--- config.mk ---
export PLATFORM = sky130hd
export DESIGN_NAME = stopwatch_display
export DESIGN_NICKNAME = d
export VERILOG_FILES = /design/src/rtl/stopwatch_pkg.sv /design/src/rtl/bin2bcd_seq.sv /design/src/rtl/stopwatch_display.sv
export SDC_FILE = /design/constraint.sdc
export NUM_CORES = 1
export LEC_CHECK = 0
export ABC_AREA = 1
export BUFFER_PORTS_ARGS = -buffer_cell sky130_fd_sc_hd__buf_2
export CORE_MARGIN = 2
export CORE_UTILIZATION = 30
export CTS_BUF_LIST = sky130_fd_sc_hd__clkbuf_8 sky130_fd_sc_hd__clkbuf_16
export CTS_CLUSTER_SIZE = 8
export DETAILED_ROUTE_END_ITERATION = 8
export GPL_TIMING_DRIVEN = 0
export PLACE_DENSITY = 0.44
export SYNTH_ARGS = -nofsm -noshare
export SYNTH_HDL_FRONTEND = slang
export SYNTH_SLANG_ARGS = --single-unit
--- constraint.sdc ---
create_clock -name clk -period 2.05 [get_ports clk]
set_input_delay 0.1025 -clock clk [delete_from_list [all_inputs] [get_ports clk]]
set_output_delay 0.1025 -clock clk [all_outputs]
set_load 0.05 [all_outputs]
--- src/rtl/stopwatch_pkg.sv ---
// Shared definitions for the stopwatch display: core status codes, the
// active-low 7-segment pattern table and the double-dabble digit adjust.
package stopwatch_pkg;

  typedef enum logic [1:0] {
    ST_IDLE  = 2'b00,
    ST_RUN   = 2'b01,
    ST_PAUSE = 2'b10
  } stat_e;

  // Segment order is {g,f,e,d,c,b,a}; a lit segment is driven low.
  localparam logic [6:0] SEG_BLANK = 7'h7F;
  localparam logic [6:0] SEG_TABLE [0:9] = '{
    7'h40, 7'h79, 7'h24, 7'h30, 7'h19,
    7'h12, 7'h02, 7'h78, 7'h00, 7'h10
  };

  function automatic logic [6:0] seg_of(input logic [3:0] d);
    if (d > 4'd9) return SEG_BLANK;
    return SEG_TABLE[d];
  endfunction

  function automatic logic [3:0] add3(input logic [3:0] n);
    return (n >= 4'd5) ? n + 4'd3 : n;
  endfunction

endpackage

--- src/rtl/bin2bcd_seq.sv ---
// Sequential shift-add-3 converter: one load cycle plus eight shift cycles,
// then a one-cycle done pulse with two BCD digits. Input must be <= 99.
module bin2bcd_seq
  import stopwatch_pkg::*;
(
  input  logic       clk,
  input  logic       rst,
  input  logic       start,
  input  logic [7:0] bin_in,
  output logic       busy,
  output logic       done,
  output logic [3:0] tens,
  output logic [3:0] ones
);

  // Handshake: start is accepted only while busy is low; done pulses for one
  // cycle after the last shift and tens/ones hold that result until the next start.
  typedef enum logic {B_IDLE, B_SHIFT} b_state_e;

  b_state_e   state_q, state_d;
  logic [7:0] bin_q, bin_d;
  logic [7:0] bcd_q, bcd_d;
  logic [2:0] cnt_q, cnt_d;
  logic       done_q, done_d;
  logic [7:0] adj;

  always_comb begin
    state_d = state_q;
    bin_d   = bin_q;
    bcd_d   = bcd_q;
    cnt_d   = cnt_q;
    done_d  = 1'b0;
    adj     = {add3(bcd_q[7:4]), add3(bcd_q[3:0])};
    case (state_q)
      B_IDLE: begin
        if (start) begin
          bin_d   = bin_in;
          bcd_d   = '0;
          cnt_d   = '0;
          state_d = B_SHIFT;
        end
      end
      B_SHIFT: begin
        {bcd_d, bin_d} = {adj, bin_q} << 1;
        cnt_d = cnt_q + 3'd1;
        if (cnt_q == 3'd7) begin
          state_d = B_IDLE;
          done_d  = 1'b1;
        end
      end
      default: state_d = B_IDLE;
    endcase
  end

  always_ff @(posedge clk) begin
    if (rst) begin
      state_q <= B_IDLE;
      bin_q   <= '0;
      bcd_q   <= '0;
      cnt_q   <= '0;
      done_q  <= 1'b0;
    end else begin
      state_q <= state_d;
      bin_q   <= bin_d;
      bcd_q   <= bcd_d;
      cnt_q   <= cnt_d;
      done_q  <= done_d;
    end
  end

  // busy is the FSM state itself, so it doubles as the state observation point.
  assign busy = (state_q == B_SHIFT);
  assign done = done_q;
  assign tens = bcd_q[7:4];
  assign ones = bcd_q[3:0];

endmodule

--- src/rtl/stopwatch_display.sv ---
// Drives a 4-digit multiplexed 7-segment display with MM.SS from a stopwatch
// core; the separator blinks while paused.
module stopwatch_display
  import stopwatch_pkg::*;
#(
  parameter int SCAN_DIV    = 1000,
  parameter int BLINK_SCANS = 64
) (
  input  logic       clk,
  input  logic       rst,
  input  logic [7:0] mins,
  input  logic [5:0] secs,
  input  logic [1:0] stat,
  output logic [6:0] seg,
  output logic       dp,
  output logic [3:0] an
);

  localparam int SCAN_W  = $clog2(SCAN_DIV);
  localparam int BLINK_W = (BLINK_SCANS > 1) ? $clog2(BLINK_SCANS) : 1;

  logic [SCAN_W-1:0]  scan_cnt_q, scan_cnt_d;
  logic [1:0]         digit_idx_q, digit_idx_d;
  logic [BLINK_W-1:0] blink_cnt_q, blink_cnt_d;
  logic               blink_q, blink_d;
  logic [15:0]        disp_q, disp_d;
  logic [3:0]         an_q, an_d;
  logic [6:0]         seg_q, seg_d;
  logic               dp_q, dp_d;

  logic [7:0] mins_c, secs_c;
  logic       conv_start;
  logic       m_busy, m_done, s_busy, s_done;
  logic [3:0] m_tens, m_ones, s_tens, s_ones;
  logic       scan_wrap, round_wrap, dp_on;
  logic [3:0] digit;

  // Both converters start together whenever idle, so conversion runs back to back.
  assign conv_start = !m_busy && !s_busy;

  bin2bcd_seq u_mins_bcd (
    .clk(clk), .rst(rst), .start(conv_start), .bin_in(mins_c),
    .busy(m_busy), .done(m_done), .tens(m_tens), .ones(m_ones)
  );

  bin2bcd_seq u_secs_bcd (
    .clk(clk), .rst(rst), .start(conv_start), .bin_in(secs_c),
    .busy(s_busy), .done(s_done), .tens(s_tens), .ones(s_ones)
  );

  always_comb begin
    mins_c = (mins > 8'd99) ? 8'd99 : mins;
    secs_c = (secs > 6'd59) ? 8'd59 : {2'b00, secs};

    scan_wrap   = (scan_cnt_q == SCAN_W'(SCAN_DIV - 1));
    scan_cnt_d  = scan_wrap ? '0 : scan_cnt_q + SCAN_W'(1);
    digit_idx_d = scan_wrap ? digit_idx_q + 2'd1 : digit_idx_q;
    round_wrap  = scan_wrap && (digit_idx_q == 2'd3);

    blink_cnt_d = blink_cnt_q;
    blink_d     = blink_q;
    if (round_wrap) begin
      if (blink_cnt_q == BLINK_W'(BLINK_SCANS - 1)) begin
        blink_cnt_d = '0;
        blink_d     = !blink_q;
      end else begin
        blink_cnt_d = blink_cnt_q + BLINK_W'(1);
      end
    end

    disp_d = (m_done && s_done) ? {m_tens, m_ones, s_tens, s_ones} : disp_q;

    // Outputs are decoded from next-state values so an/seg/dp line up with the index.
    digit = disp_d[{digit_idx_d, 2'b00} +: 4];
    if (digit_idx_d == 2'd3 && disp_d[15:12] == 4'd0) seg_d = SEG_BLANK;
    else                                             seg_d = seg_of(digit);
    an_d = ~(4'b0001 << digit_idx_d);

    case (stat)
      ST_RUN:   dp_on = 1'b1;
      ST_PAUSE: dp_on = blink_d;
      default:  dp_on = 1'b0;
    endcase
    dp_d = !((digit_idx_d == 2'd2) && dp_on);
  end

  always_ff @(posedge clk) begin
    if (rst) begin
      scan_cnt_q  <= '0;
      digit_idx_q <= '0;
      blink_cnt_q <= '0;
      blink_q     <= 1'b0;
      disp_q      <= '0;
      an_q        <= 4'b1111;
      seg_q       <= SEG_BLANK;
      dp_q        <= 1'b1;
    end else begin
      scan_cnt_q  <= scan_cnt_d;
      digit_idx_q <= digit_idx_d;
      blink_cnt_q <= blink_cnt_d;
      blink_q     <= blink_d;
      disp_q      <= disp_d;
      an_q        <= an_d;
      seg_q       <= seg_d;
      dp_q        <= dp_d;
    end
  end

  assign an  = an_q;
  assign seg = seg_q;
  assign dp  = dp_q;

endmodule

==> results of run 1 <==
per-stage QoR:
stage,setup TNS (ns),std cells
after floorplan,-0.457,558
after global placement,-2.60,767
after detailed placement,-2.43,767
after CTS,-1.80,792
after global routing,-2.69,803
final,-1.57,803
layout make-up:
type,count,area (um2)
flip-flops and latches,89,1790
fillers,1458,8610
clock inverters,6,57.6
multi-input cells,379,2140
clock buffers,10,239
plain buffers,18,73.8
well taps,180,225
inverters,71,277
repair buffers,50,307
cell families after synthesis:
| kind of cell | count (synthesis) |
|---|---|
| simple gates | 247 |
| compound gates | 106 |
| buf+inv | 90 |
| flops | 89 |
| fa+ha+maj | 22 |
| xor+xnor | 4 |
cells in the final DEF (no fill, tap or decap), types with 3 or more instances in the layout:
cell type	instances
sky130_fd_sc_hd__nand4_1	7
sky130_fd_sc_hd__a21oi_1	54
sky130_fd_sc_hd__ha_1	17
sky130_fd_sc_hd__a211oi_1	3
sky130_fd_sc_hd__nor2_1	56
sky130_fd_sc_hd__nand3_1	33
sky130_fd_sc_hd__nand2_2	9
sky130_fd_sc_hd__clkbuf_16	9
sky130_fd_sc_hd__xor2_1	3
sky130_fd_sc_hd__ha_4	4
sky130_fd_sc_hd__a31oi_1	10
sky130_fd_sc_hd__o21ai_0	30
sky130_fd_sc_hd__dfxtp_1	87
sky130_fd_sc_hd__nand2_1	114
sky130_fd_sc_hd__inv_2	4
sky130_fd_sc_hd__o21a_1	5
sky130_fd_sc_hd__clkinv_2	4
sky130_fd_sc_hd__nand2_4	9
sky130_fd_sc_hd__clkbuf_1	15
sky130_fd_sc_hd__buf_2	31
sky130_fd_sc_hd__nor3b_1	5
sky130_fd_sc_hd__inv_1	64
sky130_fd_sc_hd__buf_4	20
state kept, by name, summed over array words and instances, names as in the netlist, 4 cells and up:
signal and count:
u_mins_bcd.bcd_q 8, scan_cnt_q 10, u_secs_bcd.bin_q 8, disp_q 16
seg 7, u_mins_bcd.bin_q 8, an 4, u_secs_bcd.bcd_q 8
blink_cnt_q 6
critical path, cell delays in order, from the launching register on:
cell and delay [ns]:
sky130_fd_sc_hd__dfxtp_4 0.36, sky130_fd_sc_hd__ha_4 0.13, sky130_fd_sc_hd__nand2_2 0.06, sky130_fd_sc_hd__nor2_4 0.18, sky130_fd_sc_hd__nand3_4 0.15, sky130_fd_sc_hd__nand2_4 0.12
sky130_fd_sc_hd__nand2_4 0.09, sky130_fd_sc_hd__o21ai_0 0.19, sky130_fd_sc_hd__nand2_1 0.10, sky130_fd_sc_hd__nand2_2 0.13, sky130_fd_sc_hd__inv_2 0.07, sky130_fd_sc_hd__buf_4 0.15
sky130_fd_sc_hd__ha_4 0.25, sky130_fd_sc_hd__nand2_1 0.04, sky130_fd_sc_hd__nand3_1 0.08, sky130_fd_sc_hd__nand2_1 0.05
what timing repair did:
action | CTS | global route
pin swaps | 13 | 11
setup buffers | 10 | 11
resized for setup | 8 | 5
endpoints found under the setup margin | 7 | 7
cloned | 0 | 0
per-layer routing:
layer	vias up	global-route usage (%)	routed length, um
met2	42	23.8	4520
met5	-	0	0
li1	1923	-	-
met4	0	3.88	112
met1	1674	17.4	4740
met3	7	4.49	305
report_power, final:
group	switching [mW]	leakage (nW)	internal (mW)
Sequential	0.0210	0.725	1.77
Clock	0.690	0.148	0.969
Combinational	0.159	1.22	0.0712
final timing paths:
| path | to | cells past startpoint |
|---|---|---|
| setup / recovery | seg[3]$_SDFF_PP1_ | 15 |
| hold / removal | u_mins_bcd.bin_q[3]$_SDFFE_PP0P_ | 3 |
| setup reg to reg | seg[3]$_SDFF_PP1_ | 15 |
| hold reg to reg | u_mins_bcd.bin_q[7]$_SDFFE_PP0P_ | 2 |
==> flow_summary.rst, run 1 <==
.. list-table::
   :header-rows: 1

   * - Metric
     - Value
   * - Startpoint type of the worst setup path
     - flop
   * - Number of instances in the synthesized netlist
     - 558
   * - RSZ-0062 raised after global routing
     - true
   * - Launch instance of the worst register-to-register path
     - scan_cnt_q[0]$_SDFF_PP0_
   * - Unique cell type count in the Yosys netlist
     - 37
   * - Post-synthesis share of cell area spent on xor and xnor gates
     - 0.840%
   * - Row cnt
     - 43
   * - Top cells by area, synth
     - sky130_fd_sc_hd__dfxtp_1 (43%), sky130_fd_sc_hd__nand2_1 (11%), sky130_fd_sc_hd__ha_1 (6.6%)
   * - Post-route DRC violation count
     - 0
   * - Worst setup slack for register-to-register paths
     - -0.24 ns
   * - Worst EP required
     - 2.28 ns
   * - DR iter-0 viols
     - 177
   * - Number of H-tree levels
     - 3
   * - Number of vias after detailed routing
     - 3646
   * - Post-synth net total
     - 598
   * - Number of flops mapped to enable cells by yosys
     - 0
   * - Violated checks
     - negative setup slack
   * - Largest area contributor in the netlist
     - sky130_fd_sc_hd__dfxtp_1
   * - Final std cell area, no fill
     - 5110 um2
   * - Achievable Freq
     - 436 MHz
   * - Cell with the most instances after synthesis
     - sky130_fd_sc_hd__nand2_1
   * - Hold path startpoint
     - mins[3]
   * - Setup ws final
     - -0.242 ns
   * - Path category of the worst min-delay check
     - input pin to flop
   * - Antenna viol nets, final
     - 0
   * - Horizontal die dimension
     - 122 um
   * - Netlist Area Pre-Place
     - 4170 um2
   * - Warnings, synthesis
     - 0
   * - Overall die area
     - 14900 um2
   * - All-Layer GR Usage
     - 14.2%
   * - Synth-to-Final Area Change
     - 22.5%
   * - Most frequent cells after synthesis
     - sky130_fd_sc_hd__nand2_1 (120), sky130_fd_sc_hd__dfxtp_1 (89), sky130_fd_sc_hd__inv_1 (66)
   * - Part of the Yosys area used for sequential elements
     - 42.7%
   * - Adder and majority gate portion of the synthesized area
     - 6.60%
   * - Hpwl dp
     - 6990 um
   * - Maximum fanout count along the critical path
     - 7
   * - MaxCap Viol Count
     - 0
   * - Worst setup path startpoint
     - scan_cnt_q[0]$_SDFF_PP0_
   * - Dpl cell area
     - 4600 um2
   * - Count of final setup violators
     - 7
   * - Fraction of layout cells with a size suffix above 1
     - 18.0%
   * - Number of antenna violations at the first check in global routing
     - 0
   * - Total Routed Length
     - 9680 um
   * - Source-to-sink clock delay at the later pin of the worst-skew pair
     - 0.35 ns
   * - Pre-CTS setup slack
     - -0.358 ns
   * - I/O pin cnt
     - 30
   * - Top cell type's share of synthesized area
     - 42.7%
   * - Maximum ir drop on the vdd rail
     - 318 uV
   * - Post-synthesis sequential element count
     - 89
   * - Gr ovfl total
     - 0
   * - Normalized max-slew margin
     - 57.5%
   * - Starting density of the core
     - 30.4%
   * - Largest net degree at the start of global routing
     - 20
   * - Simple-Gate Fraction of Synth Area
     - 27.5%
   * - Buffers added on ports
     - 29
   * - Number of clock sinks
     - 89
   * - Vertical die dimension
     - 122 um
   * - Tcrit/Tclk final
     - 112%
   * - Proportion of synthesized flip-flops having asynchronous set or reset
     - 0%
   * - Number of global-route vias before repair
     - 3529
   * - Root Buffer
     - sky130_fd_sc_hd__clkbuf_16
   * - Crit. End Element
     - flop
   * - Hold Buf Count CTS
     - 0
   * - Area of the placeable core
     - 13700 um2
   * - Inserted Diodes
     - 0
   * - Outcome
     - complete, but fails checks
   * - First-pass detailed-route iteration total
     - 4
   * - Final #Nets
     - 658
   * - Number of buffers created by CTS
     - 9
   * - Drt wl/cell
     - 12.1 um
   * - Main synth FF type
     - sky130_fd_sc_hd__dfxtp_1
   * - CTS clk-pin slew, worst paths
     - 0.07 ns
   * - Final-report hold violation count
     - 0
   * - Final slew viol count
     - 0
   * - Total leakage power
     - 2.09 nW
   * - Combinational family with the most area after synthesis
     - simple AND/OR/NAND/NOR gates
   * - Arrival @ worst endpoint
     - 2.52 ns
   * - Worst Path Class, Setup
     - flop to flop
   * - Hold slack
     - 0.0531 ns
   * - Share of cell area taken by muxes after synthesis
     - 0%
   * - Slew at the pin closest to its max-slew limit
     - 0.638 ns
   * - Shortest period the worst path allows
     - 2.29 ns
   * - Synthesized area per cell
     - 7.47 um2
   * - Clock tree from TritonCTS
     - yes
   * - Power density over cell area
     - 720 nW/um2
   * - Final core occ
     - 37.2%
   * - Layout Skew
     - 0.00778 ns
   * - RD Place Congestion
     - 0.761
   * - Total power draw
     - 3.68 mW
   * - Wire length of the first global-routing pass
     - 16500 um
   * - Maximum number of buffers from clock root to sink
     - 2
   * - Synth Area in Compound Gates
     - 13.9%
   * - Vias per cell
     - 4.54
Note: power is estimated with default switching activity, not from simulation.
==> inputs of run 2 (changes only) <==
--- a/config.mk
+++ b/config.mk
@@ -16,4 +16,5 @@
 export PLACE_DENSITY = 0.44
 export SYNTH_ARGS = -nofsm -noshare
 export SYNTH_HDL_FRONTEND = slang
+export SYNTH_HIERARCHICAL = 1
 export SYNTH_SLANG_ARGS = --single-unit
==> constraint.sdc (replaced) <==
create_clock -name clk -period 1.87 [get_ports clk]
set_input_delay 0.0935 -clock clk [delete_from_list [all_inputs] [get_ports clk]]
set_output_delay 0.0935 -clock clk [all_outputs]
set_load 0.05 [all_outputs]
==> flow_summary.rst, run 2 <==
.. list-table::
   :header-rows: 1

   * - Metric
     - Value
   * - Clock tree from TritonCTS
     - yes
   * - Most frequent cells in the layout
     - sky130_fd_sc_hd__nand2_1 (142), sky130_fd_sc_hd__dfxtp_1 (86), sky130_fd_sc_hd__nor2_1 (72)
   * - Main synth FF type
     - sky130_fd_sc_hd__dfxtp_1
   * - Number of H-tree levels
     - 3 (unchanged)
   * - Dpl cell area
     - 4850 um2 (+5.5%)
   * - Hpwl dp
     - 6800 um (-2.7%)
   * - Multi-input gate area in the final layout
     - 2360 um2 (+10%)
   * - First-pass detailed-route iteration total
     - 4 (unchanged)
   * - Part of the Yosys area used for sequential elements
     - 40.2% (-2.5 points)
   * - Number of flops mapped to enable cells by yosys
     - 0 (unchanged)
   * - Worst EP required
     - 2.15 ns (-0.13 ns)
   * - Final #Nets
     - 700 (+6.4%)
   * - Synthesized area per cell
     - 7.33 um2 (-1.9%)
   * - Achievable Freq
     - 454 MHz (+4.1%)
   * - Horizontal die dimension
     - 125 um (+2.9%)
   * - Post-route DRC violation count
     - 0 (unchanged)
   * - Most common cell after layout, fill and taps aside
     - sky130_fd_sc_hd__nand2_1
   * - Vertical die dimension
     - 125 um (+2.9%)
   * - Tcrit/Tclk final
     - 118% (+5.9 points)
   * - Top cells by area, synth
     - sky130_fd_sc_hd__dfxtp_1 (40%), sky130_fd_sc_hd__nand2_1 (13%), sky130_fd_sc_hd__a21oi_1 (6.9%)
   * - Maximum number of buffers from clock root to sink
     - 2 (unchanged)
   * - Wire length of the first global-routing pass
     - 16800 um (+2.1%)
   * - Path category of the worst min-delay check
     - input pin to flop
   * - Starting density of the core
     - 30.6% (+0.18 points)
   * - Startpoint type of the worst setup path
     - flop
   * - MaxCap Viol Count
     - 0 (unchanged)
   * - Maximum fanout count along the critical path
     - 7 (unchanged)
   * - Cell with the most instances after synthesis
     - sky130_fd_sc_hd__nand2_1
   * - Drt wl/cell
     - 11.2 um (-7.4%)
   * - Source-to-sink clock delay at the later pin of the worst-skew pair
     - 0.35 ns (about the same)
   * - Layout Skew
     - 0.0105 ns (+0.00267 ns)
   * - Fraction of layout cells with a size suffix above 1
     - 18.3% (+0.37 points)
   * - Area of all sequential standard cells
     - 1790 um2 (about the same)
   * - Number of instances in the synthesized netlist
     - 604 (+8.2%)
   * - Top cell type's share of synthesized area
     - 40.2% (-2.5 points)
   * - Buffers added on ports
     - 29 (unchanged)
   * - Row cnt
     - 44 (+2.3%)
   * - Violated checks
     - negative setup slack
   * - Final std cell area, no fill
     - 5330 um2 (+4.2%)
   * - Area of the placeable core
     - 14500 um2 (+5.5%)
   * - Overall die area
     - 15700 um2 (+6.0%)
   * - Arrival @ worst endpoint
     - 2.49 ns (-0.03 ns)
   * - Total leakage power
     - 2.40 nW (+15%)
   * - Root Buffer
     - sky130_fd_sc_hd__clkbuf_16
   * - Summed negative setup slack over all endpoints
     - -2.24 ns (-0.667 ns)
   * - Unique cell type count in the Yosys netlist
     - 36 (-2.7%)
   * - Proportion of synthesized flip-flops having asynchronous set or reset
     - 0% (unchanged)
   * - RD Place Congestion
     - 0.795 (+4.5%)
   * - Power density over cell area
     - 809 nW/um2 (+12%)
   * - Final Non-Filler Cells
     - 849 (+5.7%)
   * - Final-report hold violation count
     - 0 (unchanged)
   * - Setup ws final
     - -0.332 ns (-0.0898 ns)
   * - Number of vias after detailed routing
     - 3865 (+6.0%)
   * - Number of global-route vias before repair
     - 3645 (+3.3%)
   * - Synth-to-Final Area Change
     - 20.3%
   * - RSZ-0062 raised after global routing
     - true
   * - Warnings, synthesis
     - 6 (+6)
   * - Maximum ir drop on the vdd rail
     - 436 uV (+37%)
   * - Vias per cell
     - 4.55 (+0.26%)
   * - Inserted Diodes
     - 0 (unchanged)
   * - Normalized max-slew margin
     - 48.2% (-9.2 points)
   * - Biggest regs
     - disp_q: 16 flops, scan_cnt_q: 10 flops
   * - Most frequent cells after synthesis
     - sky130_fd_sc_hd__nand2_1 (148), sky130_fd_sc_hd__dfxtp_1 (89), sky130_fd_sc_hd__nor2_1 (72)
   * - Total Routed Length
     - 9480 um (-2.1%)
   * - Max reg flops
     - 16 (unchanged)
   * - Shortest period the worst path allows
     - 2.20 ns (-0.0902 ns)
   * - Final slew viol count
     - 0 (unchanged)
   * - Final core occ
     - 36.8% (-0.46 points)
   * - Antenna viol nets, final
     - 0 (unchanged)
   * - Largest net degree at the start of global routing
     - 14 (-30%)
   * - Number of buffers created by CTS
     - 9 (unchanged)
   * - FILL cells
     - 1524 (+4.5%)
   * - CTS clk-pin slew, worst paths
     - 0.06 ns (about the same)
   * - Post-synthesis sequential element count
     - 89 (unchanged)
   * - Number of antenna violations at the first check in global routing
     - 0 (unchanged)
   * - Worst Path Class, Setup
     - flop to flop
   * - Largest area contributor in the netlist
     - sky130_fd_sc_hd__dfxtp_1
   * - All-Layer GR Usage
     - 12.9% (-1.2 points)
   * - I/O pin cnt
     - 30 (unchanged)
   * - Placed cell count
     - 819 (+6.8%)
   * - Gr ovfl total
     - 0 (unchanged)
   * - Outcome
     - complete, but fails checks
   * - Netlist Area Pre-Place
     - 4430 um2 (+6.2%)
   * - Crit. End Element
     - flop
   * - Count of final setup violators
     - 7 (unchanged)
   * - Most flops, register
     - disp_q
   * - Number of clock sinks
     - 89 (unchanged)
   * - Hold Buf Count CTS
     - 0 (unchanged)
   * - Slew at the pin closest to its max-slew limit
     - 0.774 ns (+0.136 ns)
   * - DR iter-0 viols
     - 164 (-7.3%)
run 2: changes by cell type after synthesis, moves of 5 or more:
cell                       change
sky130_fd_sc_hd__o21ai_0      -20
sky130_fd_sc_hd__buf_6         +6
sky130_fd_sc_hd__nand4_1       +6
sky130_fd_sc_hd__nand2_1      +28
sky130_fd_sc_hd__a21oi_1       +7
sky130_fd_sc_hd__nor2_1       +15
sky130_fd_sc_hd__clkbuf_1      -6
sky130_fd_sc_hd__inv_1         -5
sky130_fd_sc_hd__mux2i_1       +7
sky130_fd_sc_hd__a31oi_1       -9
sky130_fd_sc_hd__nor3_1        +5
run 2: repair_timing:
action                     4_1_cts  5_1_grt
setup endpoints to repair        7        7
setup buffers                   10        4
pin swaps                       11       16
gates resized for setup         11        6
run 2: layout make-up:
type,count,area share [%]
multi-input combinational,429,44.4
clock inverter,4,0.799
clock buffer,12,5.00
buffer,19,2.33
sequential,89,33.5
inverter,69,4.96
tap,184,4.32
timing repair buffer,43,4.70
run 2: kinds of logic after synthesis:
family / synth area share (%)
AOI/OAI and AO/OA: 9.47
xor gates and xnor gates: 0.989
adders and majority gates: 6.22
buffers and inverters: 8.65
DFF: 40.2
muxes: 1.58
other: 0.0847
and+or+nand+nor: 32.8
run 2: metal layers:
metal  share of wire [%]  track usage [%]  up-vias
met2                  46             21.0       60
met4                 2.1             5.23        0
met3                 4.0             3.77       15
met5                   0                0        -
met1                  48             16.1     1750
li1                    -                -     2040
run 2: power by group:
| group | switching, mW | total [mW] | internal [mW] |
|---|---|---|---|
| sequential | 0.0365 | 2.00 | 1.96 |
| clock | 0.723 | 1.86 | 1.13 |
| combinational | 0.295 | 0.455 | 0.160 |
| total | 1.05 | 4.31 | 3.25 |
run 2: worst paths after layout:
check / from / end / slack, ns / depth (start not counted)
hold reg to reg: u_mins_bcd/bin_q[7]$_SDFFE_PP0P_ / u_mins_bcd/bcd_q[0]$_SDFFE_PP0P_ / 0.46 / 2
setup / recovery: scan_cnt_q[1]$_SDFF_PP0_ / seg[2]$_SDFF_PP1_ / -0.33 / 17
setup reg to reg: scan_cnt_q[1]$_SDFF_PP0_ / seg[2]$_SDFF_PP1_ / -0.33 / 17
hold / removal: stat[0] / dp$_SDFF_PP1_ / 0.08 / 3
run 2: metrics by stage:
| step | hold WS, ns | power (mW) | worst slack (ns) |
|---|---|---|---|
| finish | 0.0823 | 4.31 | -0.332 |
| global route | 0.0804 | 4.54 | -0.553 |
| CTS | 0.0694 | 4.40 | -0.325 |
| detailed placement | 0.435 | 2.49 | -0.415 |
| global placement | 0.422 | 2.49 | -0.411 |
| floorplan | 0.170 | 2.37 | -0.136 |
run 2: critical path, cell delays in order, from the launching register on:
cell	delay (ns)
sky130_fd_sc_hd__dfxtp_2	0.35
sky130_fd_sc_hd__ha_4	0.16
sky130_fd_sc_hd__inv_4	0.05
sky130_fd_sc_hd__nor2_8	0.14
sky130_fd_sc_hd__nand4_1	0.22
sky130_fd_sc_hd__nand2_4	0.14
sky130_fd_sc_hd__nand2_2	0.06
sky130_fd_sc_hd__nor2_1	0.10
sky130_fd_sc_hd__nor2_1	0.06
sky130_fd_sc_hd__nand2_2	0.07
sky130_fd_sc_hd__inv_2	0.06
sky130_fd_sc_hd__ha_2	0.18
sky130_fd_sc_hd__or2_4	0.24
sky130_fd_sc_hd__nand3_2	0.05
sky130_fd_sc_hd__nand2_1	0.05
sky130_fd_sc_hd__nand2_1	0.07
sky130_fd_sc_hd__inv_2	0.07
sky130_fd_sc_hd__nand2_1	0.07
